`src/rtl/cdb_arbiter.sv`:
```
// Common-data-bus arbiter: picks one valid functional-unit result per cycle
// and broadcasts it as a registered beat. Sources listed in WIDE_MASK may send
// a 2-beat (low then high) result. Selection is fixed-priority or round-robin.
//
// state   | meaning
// --------+-----------------------------------------------------------------
// IDLE    | arbitrate among valid sources, accept at most one per cycle
// HI_PEND | high beat of a wide result is buffered; every src_ready held low
module cdb_arbiter #(
    parameter int                 N_SRC     = 6,
    parameter int                 DATA_W    = 32,
    parameter int                 TAG_W     = 4,
    parameter logic [N_SRC-1:0]   WIDE_MASK = 6'b011000,
    parameter int                 RR_MODE   = 0
) (
    input  logic                      clk,
    input  logic                      reset,
    input  logic [N_SRC-1:0]          src_valid,
    output logic [N_SRC-1:0]          src_ready,
    input  logic [N_SRC-1:0]          src_wide,
    input  logic [N_SRC*DATA_W-1:0]   src_data,
    input  logic [N_SRC*DATA_W-1:0]   src_data_hi,
    input  logic [N_SRC*TAG_W-1:0]    src_tag,
    output logic                      cdb_valid,
    output logic [DATA_W-1:0]         cdb_data,
    output logic [TAG_W-1:0]          cdb_tag,
    output logic                      cdb_hi,
    output logic                      cdb_last
);

    localparam int PTR_W = (N_SRC > 1) ? $clog2(N_SRC) : 1;
    localparam logic [PTR_W-1:0] LAST_IDX = PTR_W'(N_SRC - 1);

    typedef enum logic {
        IDLE    = 1'b0,
        HI_PEND = 1'b1
    } state_t;

    state_t             state_q, state_d;
    logic [PTR_W-1:0]   rr_ptr_q, rr_ptr_d;
    logic [DATA_W-1:0]  hi_buf_q, hi_buf_d;
    logic [TAG_W-1:0]   tag_buf_q, tag_buf_d;

    logic               gnt_found;
    logic [PTR_W-1:0]   gnt_idx;
    logic [PTR_W:0]     cand;
    logic               grant;

    logic [DATA_W-1:0]  sel_lo, sel_hi;
    logic [TAG_W-1:0]   sel_tag;
    logic               sel_wide;

    logic               nxt_valid, nxt_hi, nxt_last;
    logic [DATA_W-1:0]  nxt_data;
    logic [TAG_W-1:0]   nxt_tag;

    // Find the winning source: lowest index, or first valid at/after rr_ptr.
    always_comb begin
        gnt_found = 1'b0;
        gnt_idx   = '0;
        cand      = '0;
        for (int k = 0; k < N_SRC; k++) begin
            if (RR_MODE != 0) begin
                cand = {1'b0, rr_ptr_q} + (PTR_W+1)'(k);
                if (cand >= (PTR_W+1)'(N_SRC)) begin
                    cand = cand - (PTR_W+1)'(N_SRC);
                end
            end else begin
                cand = (PTR_W+1)'(k);
            end
            if (!gnt_found && src_valid[cand[PTR_W-1:0]]) begin
                gnt_found = 1'b1;
                gnt_idx   = cand[PTR_W-1:0];
            end
        end
    end

    // A grant only happens in IDLE and never while reset is held.
    assign grant = gnt_found && (state_q == IDLE) && !reset;

    // One-hot ready to the winner; depends only on valid, state and pointer.
    always_comb begin
        src_ready = '0;
        if (grant) begin
            src_ready[gnt_idx] = 1'b1;
        end
    end

    // Mux the winner's payload; the wide flag only counts on wide-capable sources.
    always_comb begin
        sel_lo   = '0;
        sel_hi   = '0;
        sel_tag  = '0;
        sel_wide = 1'b0;
        for (int i = 0; i < N_SRC; i++) begin
            if (gnt_idx == PTR_W'(i)) begin
                sel_lo   = src_data[i*DATA_W +: DATA_W];
                sel_hi   = src_data_hi[i*DATA_W +: DATA_W];
                sel_tag  = src_tag[i*TAG_W +: TAG_W];
                sel_wide = src_wide[i] & WIDE_MASK[i];
            end
        end
    end

    // Next state, next bus beat, buffer and pointer updates.
    always_comb begin
        state_d   = state_q;
        rr_ptr_d  = rr_ptr_q;
        hi_buf_d  = hi_buf_q;
        tag_buf_d = tag_buf_q;
        nxt_valid = 1'b0;
        nxt_data  = '0;
        nxt_tag   = '0;
        nxt_hi    = 1'b0;
        nxt_last  = 1'b0;
        case (state_q)
            IDLE: begin
                if (grant) begin
                    nxt_valid = 1'b1;
                    nxt_data  = sel_lo;
                    nxt_tag   = sel_tag;
                    rr_ptr_d  = (gnt_idx == LAST_IDX) ? '0 : gnt_idx + PTR_W'(1);
                    if (sel_wide) begin
                        nxt_last  = 1'b0;
                        hi_buf_d  = sel_hi;
                        tag_buf_d = sel_tag;
                        state_d   = HI_PEND;
                    end else begin
                        nxt_last  = 1'b1;
                    end
                end
            end
            HI_PEND: begin
                nxt_valid = 1'b1;
                nxt_data  = hi_buf_q;
                nxt_tag   = tag_buf_q;
                nxt_hi    = 1'b1;
                nxt_last  = 1'b1;
                state_d   = IDLE;
            end
            default: begin
                state_d = IDLE;
            end
        endcase
    end

    // State, buffers and the registered bus; reset drops any pending high beat.
    always_ff @(posedge clk or posedge reset) begin
        if (reset) begin
            state_q   <= IDLE;
            rr_ptr_q  <= '0;
            hi_buf_q  <= '0;
            tag_buf_q <= '0;
            cdb_valid <= 1'b0;
            cdb_data  <= '0;
            cdb_tag   <= '0;
            cdb_hi    <= 1'b0;
            cdb_last  <= 1'b0;
        end else begin
            state_q   <= state_d;
            rr_ptr_q  <= rr_ptr_d;
            hi_buf_q  <= hi_buf_d;
            tag_buf_q <= tag_buf_d;
            cdb_valid <= nxt_valid;
            cdb_data  <= nxt_data;
            cdb_tag   <= nxt_tag;
            cdb_hi    <= nxt_hi;
            cdb_last  <= nxt_last;
        end
    end

endmodule

```
`config.mk`:
```
export PLATFORM = sky130hd
export DESIGN_NAME = cdb_arbiter
export DESIGN_NICKNAME = d
export VERILOG_FILES = /design/src/rtl/cdb_arbiter.sv
export SDC_FILE = /design/constraint.sdc
export NUM_CORES = 1
export LEC_CHECK = 0
export BUFFER_PORTS_ARGS = -buffer_cell sky130_fd_sc_hd__buf_2
export CAP_MARGIN = 10
export CORE_AREA = 4 4 177 179
export DETAILED_ROUTE_END_ITERATION = 10
export DIE_AREA = 0 0 181 183
export PLACE_DENSITY = 0.42
export SLEW_MARGIN = 40
export SYNTH_ARGS = -nofsm -noshare
export SYNTH_HDL_FRONTEND = slang
export SYNTH_SLANG_ARGS = --single-unit
```
`constraint.sdc`:
```
create_clock -name clk -period 3.9 [get_ports clk]
set_clock_uncertainty 0.2 [all_clocks]
set_input_delay 0.39 -clock clk [delete_from_list [all_inputs] [get_ports clk]]
set_output_delay 0.39 -clock clk [all_outputs]
set_load 0.03 [all_outputs]
```
-- After elaboration in Yosys (flattened, before gate mapping)
Cells that the tools add are included.
- $lt $le $gt $ge: 2
- equality and inequality tests: 5
- muxes and demuxes: 48
- bitwise gates (word level): 1
- reductions and logical operators: 16
- operator list (operator ; count):
    $mux W32 ; 13
    $pmux W32 S2 ; 1
    $mux W4 ; 7
    $mux W1 ; 17
    $logic_and A1 B1 Y1 ; 8
    $pmux W4 S2 ; 1
    $eq A3 B2 Y1 const B ; 2
    $eq A3 B3 Y1 const B ; 2
    $logic_not A1 Y1 ; 6
    $mux W3 ; 2
    $mux W6 ; 1
    $pmux W1 S2 ; 3
    $lt A3 B4 Y1 const B ; 1
    $mux W2 ; 2
    $demux W1 S3 ; 1
    $eq A3 B1 Y1 const B ; 1
    $ge A3 B1 Y1 const B ; 1
    $logic_not A3 Y1 ; 1
    $reduce_and A3 Y1 ; 1
    $not A1 Y1 ; 1
- flip-flop bits (word level): 76
- bits of input ports: 422
- output and inout port bits: 45

-- Logic depth before layout (Yosys ltp)
Gate-level depths: netlist (run 1).
- word-level depth: 25
- gate-level depth with buffers: 7
- mapped depth without buffers: 5

-- Least setup slack after synthesis (run 1)
OpenSTA, ideal clock, no wires.
- path type: input to output
- start: in src_valid[5]
- end: out src_ready[2]
- arrival: 1.702 ns
- required time: 3.310 ns
- path slack: 1.608 ns
- stages on the path: 5
- cells stage by stage: buf_6 or4_4 buf_6 o21ai_1 nor2_1
- longest elaborated chain between the ends: 7
- elaborated cells on any way between the ends: 11
- ends and longest elaborated chain (what ; RTL line ; RTL):
    start, declared ; 18 ; input logic [N_SRC-1:0] src_valid,
    $logic_and A1 B1 Y1 * ; 71 ; if (!gnt_found && src_valid[cand[PTR_W-1:0]]) begin
    $mux W3 ; 71 ;
    $lt A3 B4 Y1 (not written as such) / $ge A3 B1 Y1 (equally long branches) ; 85 ; src_ready[gnt_idx] = 1'b1;
    $logic_and A1 B1 Y1 (not written as such) ; 85 ;
    $mux W1 (not written as such) ; 85 ;
    $demux W1 S3 ; 85 ;
    $mux W6 * ; 84 ; if (grant) begin
    end, declared ; 19 ; output logic [N_SRC-1:0] src_ready,
Mark *: on every way between the ends. The rest lies on a longest branch, timed or not.

-- Worst setup path after layout (run 1)
- start: in src_valid[2]
- end: out src_ready[5]
- longest elaborated chain between the ends: 16
- elaborated cells on any way between the ends: 23
- ends and longest elaborated chain (what ; RTL line):
    $logic_and A1 B1 Y1 * ; 71
    $mux W1 ; 71
    $logic_not A1 Y1 ; 71
    $logic_and A1 B1 Y1 ; 71
    $mux W1 ; 71
    $logic_not A1 Y1 ; 71
    $logic_and A1 B1 Y1 ; 71
    $mux W1 ; 71
    $logic_not A1 Y1 ; 71
    $logic_and A1 B1 Y1 ; 71
    $mux W3 ; 71
    $lt A3 B4 Y1 (not written as such) / $ge A3 B1 Y1 (equally long branches) ; 85
    $logic_and A1 B1 Y1 (not written as such) ; 85
    $mux W1 (not written as such) ; 85
    $demux W1 S3 ; 85
    $mux W6 * ; 84
Marks and branches as above.

==> key figures, run 1 <==
Power and ir drop
  – Power Total: 2.64 mW
  – Peak supply drop: 0.185 mV
  – Power per Cell Area: 324 nW/µm²
  – Leakage power: 3.77 nW

CTS
  – Htree depth: 3
  – Root Driver: clkbuf_16
  – CTS resizes: 0
  – Clock transition at the registers of the reported paths: 0.07 ns
  – CTS tree: done
  – CTS max path bufs: 2
  – Total setup buffers inserted after CTS: 0
  – Later-pin clock latency in the skew report: 0.35 ns
  – Total CTS buffers: 9
  – Clk sinks: 76
  – Post-CTS Hold Fix Bufs: 0

Floorplanning
  – Die height: 183 µm
  – Initial core utilization: 18.8%
  – Die width: 181 µm
  – Die footprint: 33,100 µm²
  – Io pins: 467
  – Row cnt: 63
  – Core ar.: 29,600 µm²

Yosys
  – Synth top area cells: dfrtp_1 34%, mux2_2 5.7%, a22oi_1 5.0%
  – Post-synthesis xor/xnor area fraction: 0%
  – Async S/R FF share, synth: 100%
  – Synthesized cell area: 5550 µm²
  – Yosys cell types: 53
  – Compound-Gate Fraction of Synth Area: 39.9%
  – Post-Synth Adder-Cell Area: 0%
  – Primary FF master, synth: dfrtp_1
  – Syn. warnings: 0
  – Leading area contributor after synthesis: dfrtp_1
  – Sequential-to-total area share from yosys stat: 34.3%
  – Synth Area in Simple Gates: 11.7%
  – Post-Synthesis Cells: 621
  – Mapped Nets: 1,043
  – Mux share of post-synthesis cell area: 6.58%
  – Synthesized flop and latch total: 76
  – Avg Inst Size Synth: 8.94 µm²
  – Number of synthesized flops with an enable pin: 0
  – Combinational family with the most area after synthesis: compound AO/OA/AOI/OAI gates
  – Post-synth top area share: 34.3%

Global route
  – Antenna violations before repair: 5
  – Pin count of the biggest net entering global routing: 66
  – Gr ovfl total: 0
  – Vias in the first global route: 6,902
  – Global-route wire length before repair: 44.1 mm
  – All-Layer GR Usage: 17.5%

Worst setup path
  – CP Max Fanout: 34
  – Worst path cell trace: buf_2 -> or3_1 -> nor3_4 -> buf_2
  – Startpoint types: input pin
  – Kind of critical path: input pin to output port
  – Setup crit end kind: output port
  – Crit-path leading delay family: simple AND/OR/NAND/NOR gates
  – Crit path required time: 3.31 ns
  – CP max stage delay: 0.71 ns
  – CP most frequent cell: buf_2
  – Buf/Inv on CP: 2
  – Slowest stage cell, crit path: or3_1
  – Arr. time, crit path: 2.36 ns

Place
  – DP Wirelength: 24.3 mm
  – DP Cell Count: 1,338
  – Number of port buffers: 374
  – Gpl congestion: 0.879
  – Cell area after placement: 7820 µm²

STA
  – Final Cycle Share: 75.5%
  – Slew Viols, Final: 0
  – Slew of the pin with the lowest slew margin: 0.736 ns
  – Setup violations, final: 0
  – Final hold vios: 13
  – Minimum clock period after layout: 2.95 ns
  – Post-route setup TNS: 0 ns
  – Hold_ws: -0.00861 ns
  – Fmax: 339 MHz
  – RSZ-0062 raised after global routing: false
  – Slew margin rel.: 50.9%

Cells and area
  – Layout area overhead: 46.9%
  – Area occupied by multi-input gates: 3260 µm²
  – Layout cells sized above 1: 50.1%
  – Final design utilization: 27.6%
  – Register area: 1900 µm²
  – FILL cells: 3,284
  – Post-route cell area: 8150 µm²
  – Layout Nets: 1,382
  – Final Non-Filler Cells: 1,356

Drt
  – Aggregate routed wire length: 30.3 mm
  – DRT Pass-1 Iters: 5
  – Antenna Nets Post-Route: 0
  – 1st-iter DRT viols: 281
  – Routed WL per cell: 22.4 µm
  – Vias: 6,534
  – DRC: 0
  – Via/cell ratio: 4.82

Hold path
  – Worst Hold Class: input pin to async pin

Outcome
  – Status: finished with violations
  – Failing checks: hold timing

Job
  – Max-Cap Viols: 0
-- cell usage after synthesis (all sizes together), types with 4 or more instances --
cell type and instances:
inv 24, nand3 16, o41ai 7, nor2 13, o32ai 10, or3 5, mux2 28, nor3 4
or2 5, a31oi 10, o31ai 24, nand2 58, a2bb2oi 29, a221oi 23, nor3b 5, o2bb2ai 14
dfrtp 76, a211o 10, mux2i 5, nor2b 8, a22oi 37, clkbuf 50, a21oi 25, buf 21
o221ai 10, nand2b 7, o21ai 27, o22ai 44
-- placed cells by master (no fill, tap or decap), drive strengths merged, types with 11 or more instances in the layout --
cell type  count
nor2          13
a221oi        23
nand3         16
clkbuf        11
o2bb2ai       14
inv           24
nand2         58
mux2          28
a22oi         37
a21oi         25
o22ai         44
buf          398
a2bb2oi       29
o21ai         27
dfrtp         76
o31ai         24
-- routing by layer --
layer	vias to the layer above	track usage [%]	wire length, µm
met5	-	0	42
met2	289	30.1	14600
met1	3095	22.1	12900
met4	8	3.60	461
met3	28	5.06	2340
li1	3114	-	-
-- cells by family after synthesis --
| group | count (synthesis) |
|---|---|
| mux | 33 |
| simple gates | 131 |
| buf+inv | 96 |
| compound gates | 285 |
| flops | 76 |
-- worst paths after layout --
path                               from            to  slack [ns]  cells past startpoint
setup / recovery           src_valid[2]  src_ready[5]        0.95                      4
hold / removal                    reset  cdb_data[30]      -0.009                      2
setup reg to reg                state_q   hi_buf_q[7]        1.37                      6
hold reg to reg            hi_buf_q[15]  cdb_data[15]        0.29                      2
max in group asynchronous         reset  cdb_data[22]        2.87                      3
min in group clk            src_tag[23]    cdb_tag[3]        0.07                      3
-- area by class of cell --
class / instances / area share, %
multi-input cells: 449 / 40.1
repair buffers: 399 / 25.6
flip-flops and latches: 76 / 23.4
well taps: 390 / 5.99
clock buffers: 10 / 2.93
inverters: 25 / 1.21
clock inverters: 6 / 0.783
diodes: 1 / 0.0307
-- state kept, by name, indices dropped and copies added, names as in the netlist --
signal / flops
cdb_data: 32
cdb_tag: 4
cdb_hi: 1
state_q: 1
cdb_valid: 1
tag_buf_q: 4
hi_buf_q: 32
cdb_last: 1
-- worst reg2reg max path, cell delays in order (launching register included) --
cell	delay, ns
dfrtp_2	0.40
or2_0	0.42
a21o_1	0.25
or2_1	0.28
inv_2	0.24
buf_12	0.23
mux2_2	0.38
-- where the power goes --
group	switching, mW	internal, mW	leakage, nW
clock	0.367	0.513	0.144
sequential	0.0812	0.925	0.929
combinational	0.416	0.342	2.70
total	0.864	1.78	3.77
-- stage by stage --
| stage | setup WS [ns] | hold slack [ns] |
|---|---|---|
| 6_report | 0.954 | -0.00861 |
| 5_1_grt | 0.825 | 0.0399 |
| 4_1_cts | 0.948 | 0.0287 |
| 3_5_place_dp | 0.777 | 0.281 |
| 3_3_place_gp | 0.830 | 0.274 |
| 2_1_floorplan | 1.37 | 0.204 |
Note: power is estimated with default switching activity, not from simulation.
==> run 2: changes to the inputs <==
ABC_AREA = 1   (was not set)
CORE_AREA = 4 4 178 180   (was 4 4 177 179)
DIE_AREA = 0 0 182 184   (was 0 0 181 183)
PLACE_DENSITY = 0.43   (was 0.42)
clock period = 2.9 ns   (was 3.9 ns; I/O delays follow)
==> key figures, run 2 <==
Yosys
  – Synth top area cells: nand2_1 35%, dfrtp_1 32%, nor2_1 7.4%
  – Synthesized flop and latch total: 76 (unchanged)
  – Syn. warnings: 0 (unchanged)
  – Mapped Nets: 1,486 (+42%)
  – Sequential-to-total area share from yosys stat: 31.7% (-2.6 points)
  – Avg Inst Size Synth: 5.65 µm² (-37%)
  – Most frequent cell after synthesis: nand2_1
  – Primary FF master, synth: dfrtp_1
  – Leading area contributor after synthesis: nand2_1
  – Number of synthesized flops with an enable pin: 0 (unchanged)
  – Post-Synthesis Cells: 1,064 (+71%)
  – Top cells by count, synth: 561 x nand2_1, 118 x nor2_1, 76 x dfrtp_1, 66 x inv_1, 50 x o21ai_1
  – Compound-Gate Fraction of Synth Area: 7.79% (-32 points)
  – Async S/R FF share, synth: 100% (unchanged)
  – Synth Area in Simple Gates: 51.2% (+39 points)
  – Combinational family with the most area after synthesis: simple AND/OR/NAND/NOR gates
  – Yosys cell types: 25 (-53%)
  – Synthesized cell area: 6010 µm² (+8.3%)
  – Post-synth top area share: 35.0% (+0.78 points)
  – Post-Synth Adder-Cell Area: 0% (unchanged)
  – Post-synthesis xor/xnor area fraction: 0% (unchanged)
  – Mux share of post-synthesis cell area: 0% (-6.6 points)

Power and ir drop
  – Leakage power: 5.47 nW (+45%)
  – Clock power share: 32.6% (-0.7 points)
  – Internal Pwr Total: 2.25 mW (+26%)
  – Peak supply drop: 0.198 mV (+6.7%)
  – Power per Cell Area: 391 nW/µm² (+21%)
  – Comb power frac: 29.4% (+0.7 points)
  – Sequential fraction of design power: 38.0% (about the same)
  – NetSw: 1.24 mW (+44%)
  – Sw Share: 35.6% (+2.9 points)

CTS
  – Clk sinks: 76 (unchanged)
  – Root Driver: clkbuf_16
  – Clock transition at the registers of the reported paths: 0.07 ns (about the same)
  – CTS tree: done
  – Later-pin clock latency in the skew report: 0.34 ns (about the same)
  – CTS max path bufs: 2 (unchanged)
  – Htree depth: 3 (unchanged)
  – CTS resizes: 0 (unchanged)
  – Total CTS buffers: 9 (unchanged)
  – Post-CTS Hold Fix Bufs: 2 (+2)
  – Total setup buffers inserted after CTS: 0 (unchanged)

Floorplanning
  – Die footprint: 33,500 µm² (+1.1%)
  – Row cnt: 64 (+1.6%)
  – Die height: 184 µm (+0.55%)
  – Core ar.: 30,200 µm² (+2.1%)
  – Die width: 182 µm (+0.55%)
  – Io pins: 467 (unchanged)
  – Initial core utilization: 19.9% (+1.1 points)

Drt
  – DRT Pass-1 Iters: 4 (-1)
  – Via/cell ratio: 4.31 (-11%)
  – 1st-iter DRT viols: 384 (+37%)
  – DRC: 0 (unchanged)
  – Aggregate routed wire length: 33.3 mm (+9.9%)
  – Routed WL per cell: 17.8 µm (-20%)
  – Antenna Nets Post-Route: 0 (unchanged)
  – Vias: 8,065 (+23%)

Cells and area
  – Biggest regs: cdb_data x32, hi_buf_q x32
  – Most common cell after layout, fill and taps aside: nand2_1
  – Layout Nets: 1,890 (+37%)
  – Layout cells sized above 1: 33.5% (-17 points)
  – Post-route cell area: 8920 µm² (+9.5%)
  – Layout area overhead: 48.5%
  – Most frequent cells in the layout: 560 x nand2_1, 430 x buf_2, 118 x nor2_1

Global route
  – All-Layer GR Usage: 19.1% (+1.5 points)
  – Antenna violations before repair: 4 (-1)
  – Gr ovfl total: 0 (unchanged)
  – Global-route wire length before repair: 48.3 mm (+9.4%)
  – Pin count of the biggest net entering global routing: 44 (-33%)
  – Vias in the first global route: 7,985 (+16%)

STA
  – Setup violations, final: 0 (unchanged)
  – Final Cycle Share: 88.4%
  – Slew margin rel.: 64.6% (+14 points)
  – Fmax: 390 MHz
  – Final hold vios: 0 (-13)
  – Slew of the pin with the lowest slew margin: 0.531 ns (-0.205 ns)
  – Minimum clock period after layout: 2.56 ns
  – Post-route setup TNS: 0 ns (unchanged)
  – Slew Viols, Final: 0 (unchanged)
  – RSZ-0062 raised after global routing: false

Place
  – Number of port buffers: 430 (+15%)
  – DP Wirelength: 25.7 mm (+5.7%)
  – Gpl congestion: 0.870 (-1.0%)
  – Cell area after placement: 8610 µm² (+10%)

Worst setup path
  – Setup crit end kind: output port
  – Crit-path leading delay family: buffers and inverters
  – Arr. time, crit path: 2.07 ns (-0.29 ns)
  – CP max stage delay: 0.53 ns (-0.18 ns)
  – Worst path cell trace: dlygate4sd3_1 -> buf_2 -> nor2_1 -> nand2_2 -> buf_4 -> nor3_1 -> buf_4 -> buf_2
  – CP Max Fanout: 26 (-24%)
  – Slowest stage cell, crit path: dlygate4sd3_1
  – Crit path required time: 2.41 ns (-0.90 ns)
  – Buf/Inv on CP: 5 (+3)
  – Kind of critical path: input pin to output port
  – Startpoint types: input pin

Job
  – Max-Cap Viols: 0 (unchanged)

Outcome
  – Status: completed

Hold path
  – Worst Hold Class: input pin to register
==> run 2: cells by family (layout without fill, tap and decap cells) <==
kind of cell / Yosys count / after routing
and+or+nand+nor: 767 / 767
buffers and inverters: 134 / 543
other: 0 / 4
DFF: 76 / 76
AOI/OAI and AO/OA: 87 / 87
==> run 2: final timing paths <==
path | from | end | slack [ns] | cells after the start
max in group asynchronous | reset | cdb_data[23] | 1.50 | 4
setup reg to reg | state_q | hi_buf_q[15] | 0.88 | 8
hold reg to reg | tag_buf_q[2] | cdb_tag[2] | 0.27 | 2
setup / recovery | reset | src_ready[0] | 0.34 | 8
min in group asynchronous | reset | cdb_data[7] | 0.37 | 3
hold / removal | src_data_hi[1] | hi_buf_q[1] | 0.04 | 5
==> run 2: stage by stage <==
stage / instances / util [%] / hold slack (ns) / setup slack, ns / total power [mW]
floorplan: 1064 / - / 0.210 / 0.472 / 1.86
CTS: 1869 / 29.5 / 0.0245 / 0.295 / 3.56
global placement: 1851 / 28.5 / 0.220 / 0.296 / 2.38
finish: 1873 / 29.6 / 0.0428 / 0.338 / 3.49
global route: 1871 / 29.5 / 0.0473 / 0.184 / 3.74
detailed placement: 1851 / 28.5 / 0.220 / 0.284 / 2.39
==> run 2: per-layer routing <==
| metal | share of wire [%] | track usage (%) | vias up |
|---|---|---|---|
| met4 | 2.3 | 5.73 | 2 |
| met1 | 42 | 24.1 | 3605 |
| met5 | 0.039 | 0 | - |
| met2 | 48 | 32.6 | 310 |
| li1 | - | - | 4112 |
| met3 | 7.6 | 4.23 | 36 |
==> run 2: worst reg2reg max path, delay by kind of cell (launching register included) <==
family	cells	cell delay, ns
buffers and inverters	2	0.65
AND/OR/NAND/NOR	5	0.62
flip-flops	1	0.41
AO/OA/AOI/OAI	1	0.09
==> run 2: cell type report <==
class / count / area [µm²]
clock inverter: 7 / 60.1
timing repair buffer: 457 / 2410
tap: 396 / 495
antenna: 4 / 10.0
inverter: 70 / 265
sequential: 76 / 1900
multi-input combinational: 854 / 3550
fill: 3502 / 21300
clock buffer: 9 / 225
==> run 2: power by group through the flow <==
stage          clock [mW]  sequential (mW)  combinational [mW]
6_report             1.14             1.33                1.03
5_1_grt              1.22             1.35                1.16
4_1_cts              1.18             1.33                1.05
3_5_place_dp            0             1.35                1.04
3_3_place_gp            0             1.35                1.04
2_1_floorplan           0             1.41               0.447
